`src/rtl/arcfour_ksa.sv`:
```
// RC4 key-scheduling engine: fills an external 256x8 S-box with S[i]=i,
// then runs the KSA swap loop with a 3-byte key. It exposes debug taps for the FSM.
module arcfour_ksa (
    input  logic        clk,
    input  logic        reset,
    input  logic [23:0] key,
    input  logic        start_sig,
    output logic        arcfour_finished,
    input  logic [7:0]  ram_out,
    output logic        write_enable,
    output logic [7:0]  ram_in,
    output logic [7:0]  address,
    output logic [2:0]  state_tap,
    output logic [1:0]  fTap,
    output logic [7:0]  iTap,
    output logic [7:0]  jTap,
    output logic [7:0]  siTap,
    output logic [7:0]  sjTap,
    output logic        readTap,
    output logic        writeTap,
    output logic        fStartTap
);

    localparam int unsigned DW = 8;
    localparam int unsigned KW = 2;

    typedef enum logic [2:0] {
        IDLE = 3'd0,
        INIT = 3'd1,
        RD_I = 3'd2,
        RD_J = 3'd3,
        WR_I = 3'd4,
        WR_J = 3'd5,
        DONE = 3'd6
    } state_t;

    state_t        state, state_nxt;
    logic [DW-1:0] i, i_nxt;
    logic [DW-1:0] j, j_nxt;
    logic [DW-1:0] si, si_nxt;
    logic [DW-1:0] sj, sj_nxt;
    logic [KW-1:0] kidx, kidx_nxt;
    logic          fstart, fstart_nxt;
    logic [DW-1:0] key_byte;
    logic [DW-1:0] j_sum;

    // kidx tracks i mod 3 without a divider
    always_comb begin
        case (kidx)
            2'd0:    key_byte = key[23:16];
            2'd1:    key_byte = key[15:8];
            default: key_byte = key[7:0];
        endcase
        j_sum = j + ram_out + key_byte;
    end

    always_ff @(posedge clk or negedge reset) begin
        if (!reset) begin
            state  <= IDLE;
            i      <= '0;
            j      <= '0;
            si     <= '0;
            sj     <= '0;
            kidx   <= '0;
            fstart <= 1'b0;
        end else begin
            state  <= state_nxt;
            i      <= i_nxt;
            j      <= j_nxt;
            si     <= si_nxt;
            sj     <= sj_nxt;
            kidx   <= kidx_nxt;
            fstart <= fstart_nxt;
        end
    end

    // Next state, datapath updates and RAM port drive
    always_comb begin
        state_nxt    = state;
        i_nxt        = i;
        j_nxt        = j;
        si_nxt       = si;
        sj_nxt       = sj;
        kidx_nxt     = kidx;
        fstart_nxt   = 1'b0;
        address      = '0;
        ram_in       = '0;
        write_enable = 1'b0;
        case (state)
            IDLE: begin
                if (start_sig) begin
                    i_nxt     = '0;
                    j_nxt     = '0;
                    kidx_nxt  = '0;
                    state_nxt = INIT;
                end
            end
            INIT: begin
                address      = i;
                ram_in       = i;
                write_enable = 1'b1;
                if (i == 8'hFF) begin
                    i_nxt      = '0;
                    j_nxt      = '0;
                    kidx_nxt   = '0;
                    fstart_nxt = 1'b1;
                    state_nxt  = RD_I;
                end else begin
                    i_nxt = i + 8'd1;
                end
            end
            RD_I: begin
                address   = i;
                state_nxt = RD_J;
            end
            RD_J: begin
                si_nxt    = ram_out;
                j_nxt     = j_sum;
                address   = j_sum;
                state_nxt = WR_I;
            end
            WR_I: begin
                sj_nxt       = ram_out;
                address      = i;
                ram_in       = ram_out;
                write_enable = 1'b1;
                state_nxt    = WR_J;
            end
            WR_J: begin
                address      = j;
                ram_in       = si;
                write_enable = 1'b1;
                if (i == 8'hFF) begin
                    state_nxt = DONE;
                end else begin
                    i_nxt     = i + 8'd1;
                    kidx_nxt  = (kidx == 2'd2) ? 2'd0 : kidx + 2'd1;
                    state_nxt = RD_I;
                end
            end
            DONE: begin
                if (!start_sig) state_nxt = IDLE;
            end
            default: state_nxt = IDLE;
        endcase
    end

    // Debug taps
    always_comb begin
        case (state)
            IDLE:    fTap = 2'd0;
            INIT:    fTap = 2'd1;
            DONE:    fTap = 2'd3;
            default: fTap = 2'd2;
        endcase
    end

    assign arcfour_finished = (state == DONE);
    assign state_tap        = state;
    assign iTap             = i;
    assign jTap             = j;
    assign siTap            = si;
    assign sjTap            = sj;
    assign readTap          = (state == RD_I) || (state == RD_J);
    assign writeTap         = write_enable;
    assign fStartTap        = fstart;

endmodule

```
`config.mk`:
```
export PLATFORM = sky130hd
export DESIGN_NAME = arcfour_ksa
export DESIGN_NICKNAME = d
export VERILOG_FILES = /design/src/rtl/arcfour_ksa.sv
export SDC_FILE = /design/constraint.sdc
export NUM_CORES = 1
export LEC_CHECK = 0
export BUFFER_PORTS_ARGS = -buffer_cell sky130_fd_sc_hd__buf_2
export CORE_ASPECT_RATIO = 0.7
export CORE_MARGIN = 2
export CORE_UTILIZATION = 25
export CTS_CLUSTER_SIZE = 28
export DETAILED_ROUTE_END_ITERATION = 16
export GPL_TIMING_DRIVEN = 0
export PLACE_DENSITY = 0.56
export SLEW_MARGIN = 30
export SYNTH_ARGS = -nofsm -noshare
export SYNTH_HDL_FRONTEND = slang
export SYNTH_SLANG_ARGS = --single-unit
export TNS_END_PERCENT = 1
```
`constraint.sdc`:
```
create_clock -name clk -period 8.1 [get_ports clk]
set_clock_uncertainty 0.2 [all_clocks]
set_input_delay 1.215 -clock clk [delete_from_list [all_inputs] [get_ports clk]]
set_output_delay 1.215 -clock clk [all_outputs]
set_load 0.02 [all_outputs]
```
; ---- After elaboration in Yosys (flattened, before gate mapping)
; Cells that the tools add are included.
[totals]
reg_bits = 38
latch_bits = 0
mem_bits_rw = 0
romBits = 0
in_bits = 35
output_inout_bits = 58
wordCells = 58
mem_count = 0
[op_classes]
addsub = 4
mul = 0
div_mod_pow = 0
n_lt_le_gt_ge = 0
n_eq_ne = 13
shift = 0
n_mux = 23
bitwise_logic = 0
n_reduce_logical = 11
[ops]
columns = op, n
row1 = one-hot mux 8 bit (3 select lines), 4
row2 = two-way mux 8 bit, 4
row3 = one-hot mux 3 bit (7 select lines), 1
row4 = adder 8 bit, 2
row5 = one-hot mux 8 bit (2 select lines), 1
row6 = two-way mux 3 bit, 4
row7 = one-hot mux 2 bit (3 select lines), 2
row8 = "equality test 3 bit, second input constant", 3
row9 = AND reduction 3 bit, 3
row10 = "adder 8 x 1 -> 8 bit, second input constant", 1
row11 = "equality test 8 bit, second input constant", 1
row12 = two-way mux 2 bit, 4
row13 = "inequality test 2 bit, second input constant", 4
row14 = "equality test 3 x 2 -> 1 bit, second input constant", 2
row15 = nonzero test 3 bit, 2
row16 = OR reduction 3 bit, 2
row17 = AND reduction 4 bit, 1
row18 = "equality test 3 x 1 -> 1 bit, second input constant", 1
row19 = logical NOT 3 bit, 1
row20 = two-way mux 1 bit, 3
row21 = "adder 2 x 1 -> 2 bit, second input constant", 1
row22 = "equality test 2 x 1 -> 1 bit, second input constant", 1
row23 = "equality test 2 bit, second input constant", 1
row24 = logical NOT 2 bit, 1
row25 = logical OR 1 bit, 1

; ---- Depth between registers and ports, before layout
; Gate-level depths: netlist (run 1).
[depth]
depth_word = 4
mapped_depth = 12
mapped_depth_nobuf = 11

; ---- Worst setup path before layout (run 1)
; Ideal clock, no wire load.
[synth_path]
path_kind = in2out
startpoint = input key[9]
endpoint = output address[7]
t_arrival_ns = 3.450
t_required_ns = 6.685
path_slack_ns = 3.235
cell_stages = 10
n_path_buf = 0
path_cell_list = mux2i_1 o21ai_0 fa_1 ha_1 fa_1 a211oi_1 o21a_1 nor4_2 nor3_1 o21a_1
[synth_between]
elab_chain_len = 3
[synth_lines]
columns = item, line
row1 = from (decl), 6  ; input logic [23:0] key,
row2 = one-hot mux 8 bit (2 select lines), 49  ; case (kidx)
row3 = adder 8 bit, 54  ; j_sum = j + ram_out + key_byte;
row4 = one-hot mux 8 bit (3 select lines), 89  ; case (state)
row5 = to (decl), 12  ; output logic [7:0] address,
; No other way between the ends.

; ---- Final worst setup path (run 1)
; Same ends and word-level chain as after synthesis.

==> results.json, run 1 <==
{
  "status": "finished, final reports clean",
  "yosys.area_share.simple": 0.177,
  "die_w_um": 130,
  "syn-num-nets": 357,
  "antenna_cells": 0,
  "core-area_sq_mm": 0.0109,
  "p_int_mw": 0.758,
  "rrSetupSlack_ns": 4.67,
  "dp_hpwl_um": 7520,
  "synth_cell_types": 53,
  "rows": 32,
  "cts_resized": 0,
  "fill_cells": 1182,
  "wl_met2_um": 4110,
  "track_usage": 0.166,
  "antenna_found_initial": 0,
  "finalInstanceArea_sq_mm": 0.00359,
  "ys_seq_elements": 38,
  "muxShareOfSynthArea": 0.117,
  "start_util": 0.254,
  "startpoint": "key[9]",
  "cts_tree": "built",
  "switching_power_mw": 0.746,
  "peakVddDrop_mv": 0.137,
  "portBuffers": 92,
  "drtAntennaViolNets": 0,
  "wl_per_cell_um": 17.3,
  "htreeDepth": 2,
  "fin_crit_sh": 0.667,
  "die_area_sq_mm": 0.0119,
  "boundaryPins": 93,
  "path_max_fanout": 3,
  "post_dp_cell_area_sq_mm": 0.00341,
  "required_ns": 6.68,
  "leakage_nw": 1.78,
  "p_clk_frac": 0.153,
  "async_flop_share": 1.00,
  "grt_pass1_wl_um": 15000,
  "top_layer_used": "met4",
  "drive_above_1_share": 0.327,
  "gr-total-overflow": 0,
  "synth_xor_area_frac": 0.0177,
  "end_kind": "output port",
  "tns_ns": 0,
  "synth_compound_area_frac": 0.207,
  "cts_sinks": 38,
  "comb_power_share": 0.626,
  "worstMarginPinSlew_ns": 0.785,
  "synth_edf_count": 0,
  "cp-start-kind": "input port",
  "rsz0062_at_grt": "false",
  "postCtsSetupBuffers": 0,
  "clk_pin_slew_ns": 0.06,
  "hold_violations": 0,
  "cts_buffers": 5,
  "min_period_ns": 5.40,
  "area_delta_synth_final_pct": 29.8,
  "cap_violations": 0,
  "timing.rr.end": "jTap[7]",
  "netlist_area_sq_mm": 0.00276,
  "powerDensity_mw_per_mm2": 419,
  "drt_drc_violations_left": 0,
  "r2r-start": "kidx[1]",
  "setup_viol": 0,
  "drtIter0Drc": 197,
  "place_congestion": 0.892,
  "met3_length_um": 965,
  "r2r_cells": 11,
  "dp.cells": 552,
  "syn_avg_cell_area_sq_um": 9.00,
  "endpoint": "address[7]",
  "die_height_um": 92.0,
  "synth_ff_type": "dfrtp_1",
  "fmax_ghz": 0.185,
  "crit_type": "in2out",
  "cp.arrival_ns": 3.99,
  "ys_seq_area_frac": 0.344,
  "final_cell_mix": "buf_2, nand2_1, dfrtp_1",
  "max_slew_margin": 0.473,
  "postSynthCellCount": 307,
  "mostFrequentLayoutCell": "buf_2",
  "cts_root_buf": "clkbuf_16",
  "fin_ws_ns": 2.70,
  "drt-vias-per-instance": 4.87,
  "fin_nets": 456,
  "place_ws_ns": 2.65,
  "power.share.sequential": 0.221,
  "cts.path.max_buffers": 2,
  "wirelength_met1_um": 4540,
  "synth_top_family_by_area": "compound AO/OA/AOI/OAI gates",
  "drv_slew": 0,
  "hold_class": "reg2reg",
  "insertion_delay_ns": 0.28,
  "grt_max_degree": 39,
  "synth_warnings": 0,
  "synthAdderAreaFrac": 0.0897,
  "drt_pass1_iterations": 4,
  "switching_share": 0.496,
  "hold_buffers": 0,
  "routed_wl_um": 9680,
  "fin_cells": 560,
  "dr_total_vias": 2727,
  "first_global_vias": 2719
}
==> sequential cells by signal, summed over array words and instances, names as in the netlist <==
register	count
siTap	8
state_tap	3
sjTap	8
fStartTap	1
kidx	2
jTap	8
iTap	8
==> power by group through the flow <==
stage                     logic, mW  registers (mW)  clock network [mW]
after global routing           1.03           0.343               0.243
after global placement        0.922           0.332                   0
final                         0.942           0.333               0.230
after detailed placement      0.937           0.337                   0
after CTS                     0.942           0.333               0.234
after floorplan               0.577           0.397                   0
==> through the flow <==
stage | total power [mW] | hold slack (ns) | util
3_3_place_gp | 1.25 | 0.283 | 0.314
6_report | 1.50 | 0.304 | 0.329
3_5_place_dp | 1.27 | 0.294 | 0.314
2_1_floorplan | 0.974 | 0.389 | -
5_1_grt | 1.62 | 0.311 | 0.329
4_1_cts | 1.51 | 0.308 | 0.329
==> cell type report <==
type                    instances  area, sq um  share of cell area
inverters                      10         37.5              0.0105
clock buffers                   5          125              0.0349
clock inverters                 3         45.0              0.0126
repair buffers                 92          463               0.129
multi-input cells             241         1680               0.469
plain buffers                  18         92.6              0.0258
flip-flops and latches         38          951               0.265
well taps                     153          191              0.0534
==> cell families after synthesis <==
| group | Yosys count |
|---|---|
| flops | 38 |
| xor+xnor | 4 |
| compound gates | 84 |
| fa+ha+maj | 15 |
| mux | 30 |
| buf+inv | 28 |
| simple gates | 108 |
==> worst max-delay path, cell delays in order <==
cell and delay [ns]:
buf_2 0.07, mux2i_1 0.05, o21ai_0 0.30, fa_1 0.48, ha_1 0.24, fa_1 0.43, a211oi_1 0.37, o21a_1 0.23
nor4_2 0.07, nor3_1 0.19, o21a_1 0.17, buf_2 0.16
==> routing by layer <==
metal / vias up / global-route usage
met5: - / 0
met4: 0 / 0.0430
met3: 4 / 0.0478
met2: 112 / 0.232
met1: 1314 / 0.249
li1: 1297 / -
==> cells in the mapped netlist, types with 2 or more instances <==
library cell | n | area, sq um
o21ai_0 | 20 | 100
buf_2 | 8 | 40.0
a22oi_1 | 11 | 82.6
xnor2_1 | 2 | 17.5
clkbuf_1 | 4 | 15.0
ha_1 | 7 | 87.6
dfrtp_1 | 38 | 951
o21a_1 | 2 | 15.0
nand2_1 | 52 | 195
nand2b_1 | 3 | 18.8
o31ai_1 | 2 | 15.0
nor2b_1 | 4 | 25.0
nor3_1 | 6 | 30.0
fa_1 | 8 | 160
o22ai_1 | 7 | 43.8
buf_4 | 2 | 15.0
o211a_1 | 2 | 20.0
a31oi_1 | 2 | 12.5
a211oi_1 | 2 | 15.0
mux2i_1 | 15 | 150
a21o_1 | 3 | 22.5
nor3b_1 | 2 | 15.0
buf_1 | 3 | 11.3
a2bb2oi_1 | 2 | 17.5
a21oi_1 | 15 | 75.1
and2_1 | 3 | 18.8
nor2_1 | 25 | 93.8
inv_1 | 10 | 37.5
mux2_2 | 14 | 158
a22o_1 | 7 | 61.3
nand3_1 | 4 | 20.0
==> worst min path at each step <==
stage | startpoint | to | slack, ns | cells after the start
finish | sjTap[0] | sjTap[0] | 0.30 | 1
global route | sjTap[0] | sjTap[0] | 0.31 | 1
CTS | sjTap[0] | sjTap[0] | 0.31 | 1
detailed placement | sjTap[0] | sjTap[0] | 0.29 | 1
global placement | sjTap[2] | sjTap[2] | 0.28 | 1
floorplan | kidx[0] | kidx[0] | 0.39 | 2
Power figures use the tool's default switching activity.
==> run 2: changes to the inputs <==
--- a/config.mk
+++ b/config.mk
@@ -12,7 +12,7 @@
 export CTS_CLUSTER_SIZE = 28
 export DETAILED_ROUTE_END_ITERATION = 16
 export GPL_TIMING_DRIVEN = 0
-export PLACE_DENSITY = 0.56
+export PLACE_DENSITY = 0.58
 export SLEW_MARGIN = 30
 export SYNTH_ARGS = -nofsm -noshare
 export SYNTH_HDL_FRONTEND = slang
==> constraint.sdc (replaced) <==
create_clock -name clk -period 4.45 [get_ports clk]
set_clock_uncertainty 0.2 [all_clocks]
set_input_delay 0.6675 -clock clk [delete_from_list [all_inputs] [get_ports clk]]
set_output_delay 0.6675 -clock clk [all_outputs]
set_load 0.02 [all_outputs]
==> results.json, run 2 (synthesized netlist as in run 1, its figures left out) <==
{
  "status": "finished, final reports clean",
  "cp-start-kind": "flop",
  "hold_violations": 0,
  "cap_violations": 0,
  "path_buf_inv": 3,
  "gr-total-overflow": 0,
  "cts_tree": "built",
  "dr_total_vias": 2760,
  "hold_class": "in2async",
  "fill_cells": 1189,
  "routed_wl_um": 9450,
  "crit_type": "reg2out",
  "leakage_nw": 1.79,
  "startpoint": "kidx[1]",
  "tns_ns": 0,
  "path_cells": "clkbuf_4, clkbuf_4, nand2_1, o21ai_1, fa_1, ha_1, fa_2, a211oi_2, o21a_1, nor4_2, nor3_1, o21a_1, buf_2",
  "cts_buffers": 5,
  "die_w_um": 130,
  "mostFrequentLayoutCell": "buf_2",
  "cts_root_buf": "clkbuf_16",
  "required_ns": 3.58,
  "place_congestion": 0.905,
  "cts.path.max_buffers": 2,
  "fin_crit_sh": 0.953,
  "timing.rr.end": "jTap[7]",
  "drt_drc_violations_left": 0,
  "r2r-start": "kidx[1]",
  "antenna_cells": 0,
  "insertion_delay_ns": 0.28,
  "start_util": 0.254,
  "die_height_um": 92.0,
  "drtIter0Drc": 183,
  "track_usage": 0.161,
  "drt_pass1_iterations": 5,
  "grt_pass1_wl_um": 14500,
  "rows": 32,
  "portBuffers": 92,
  "wl_per_cell_um": 16.9,
  "rrSetupSlack_ns": 1.40,
  "fin_nets": 456,
  "area_delta_synth_final_pct": 30.5,
  "path_max_fanout": 10,
  "setup_viol": 0,
  "rsz0062_at_grt": "false",
  "max_stage_delay_ns": 0.47,
  "peakVddDrop_mv": 0.246,
  "first_global_vias": 2626,
  "worstMarginPinSlew_ns": 0.689,
  "path_delay_family": "adder cells",
  "core-area_sq_mm": 0.0109,
  "critPathSlowestCell": "fa_1",
  "die_area_sq_mm": 0.0119,
  "fmax_ghz": 0.236,
  "end_kind": "output port",
  "drtAntennaViolNets": 0,
  "powerDensity_mw_per_mm2": 765,
  "total_power_mw": 2.76,
  "drv_slew": 0,
  "htreeDepth": 2,
  "regArea_sq_um": 951,
  "drive_above_1_share": 0.335,
  "drt-vias-per-instance": 4.94,
  "final_cell_mix": "buf_2, nand2_1, dfrtp_1",
  "antenna_found_initial": 0,
  "clk_pin_slew_ns": 0.06,
  "boundaryPins": 93,
  "r2r_cells": 11,
  "dp_hpwl_um": 7390,
  "min_period_ns": 4.24,
  "cp.arrival_ns": 3.37,
  "postCtsSetupBuffers": 0,
  "max_slew_margin": 0.539,
  "grt_max_degree": 39,
  "cts_sinks": 38,
  "multiInputGateArea_sq_mm": 0.00169
}
[run 2: cell count changes in the layout (fill, tap and decap cells not counted), sizes merged]
cell      before  now
buf          106  105
clkbuf         9   11
clkinvlp       2    0
[run 2: timing repair]
| action | 4_1_cts | 5_1_grt |
|---|---|---|
| resized for setup | 2 | 7 |
| setup endpoints to repair | 2 | 2 |
| hold buffers | 0 | 0 |
[run 2: worst max path at each step]
stage | cells after the start | endpoint
2_1_floorplan | 10 | address[7]
3_3_place_gp | 12 | address[7]
3_5_place_dp | 11 | address[6]
4_1_cts | 12 | address[7]
5_1_grt | 12 | address[6]
6_report | 13 | address[7]
[run 2: power by group]
part	internal (mW)	switching, mW
clock network	0.277	0.141
registers	0.474	0.133
logic	0.649	1.08
[run 2: routing by layer]
layer	wire (um)	global-route usage
met5	0	0
met2	4000	0.225
met3	742	0.0303
met1	4570	0.248
met4	129	0.0484
[run 2: layout make-up]
class / instances / area share
buffer: 18 / 0.0274
multi-input combinational: 241 / 0.470
tap: 153 / 0.0531
clock inverter: 1 / 0.00833
clock buffer: 6 / 0.0385
sequential: 38 / 0.264
timing repair buffer: 92 / 0.128
inverter: 10 / 0.0104
[run 2: through the flow]
| step | setup WS (ns) | std cells | hold WS (ns) | cell area, sq um | utilization |
|---|---|---|---|---|---|
| finish | 0.208 | 559 | 0.156 | 3600 | 0.331 |
| global route | 0.0227 | 559 | 0.202 | 3600 | 0.331 |
| CTS | 0.00705 | 559 | 0.307 | 3590 | 0.330 |
| detailed placement | 0.102 | 552 | 0.294 | 3410 | 0.314 |
| global placement | 0.162 | 552 | 0.285 | 3410 | 0.314 |
| floorplan | 0.680 | 307 | 0.172 | 2760 | - |
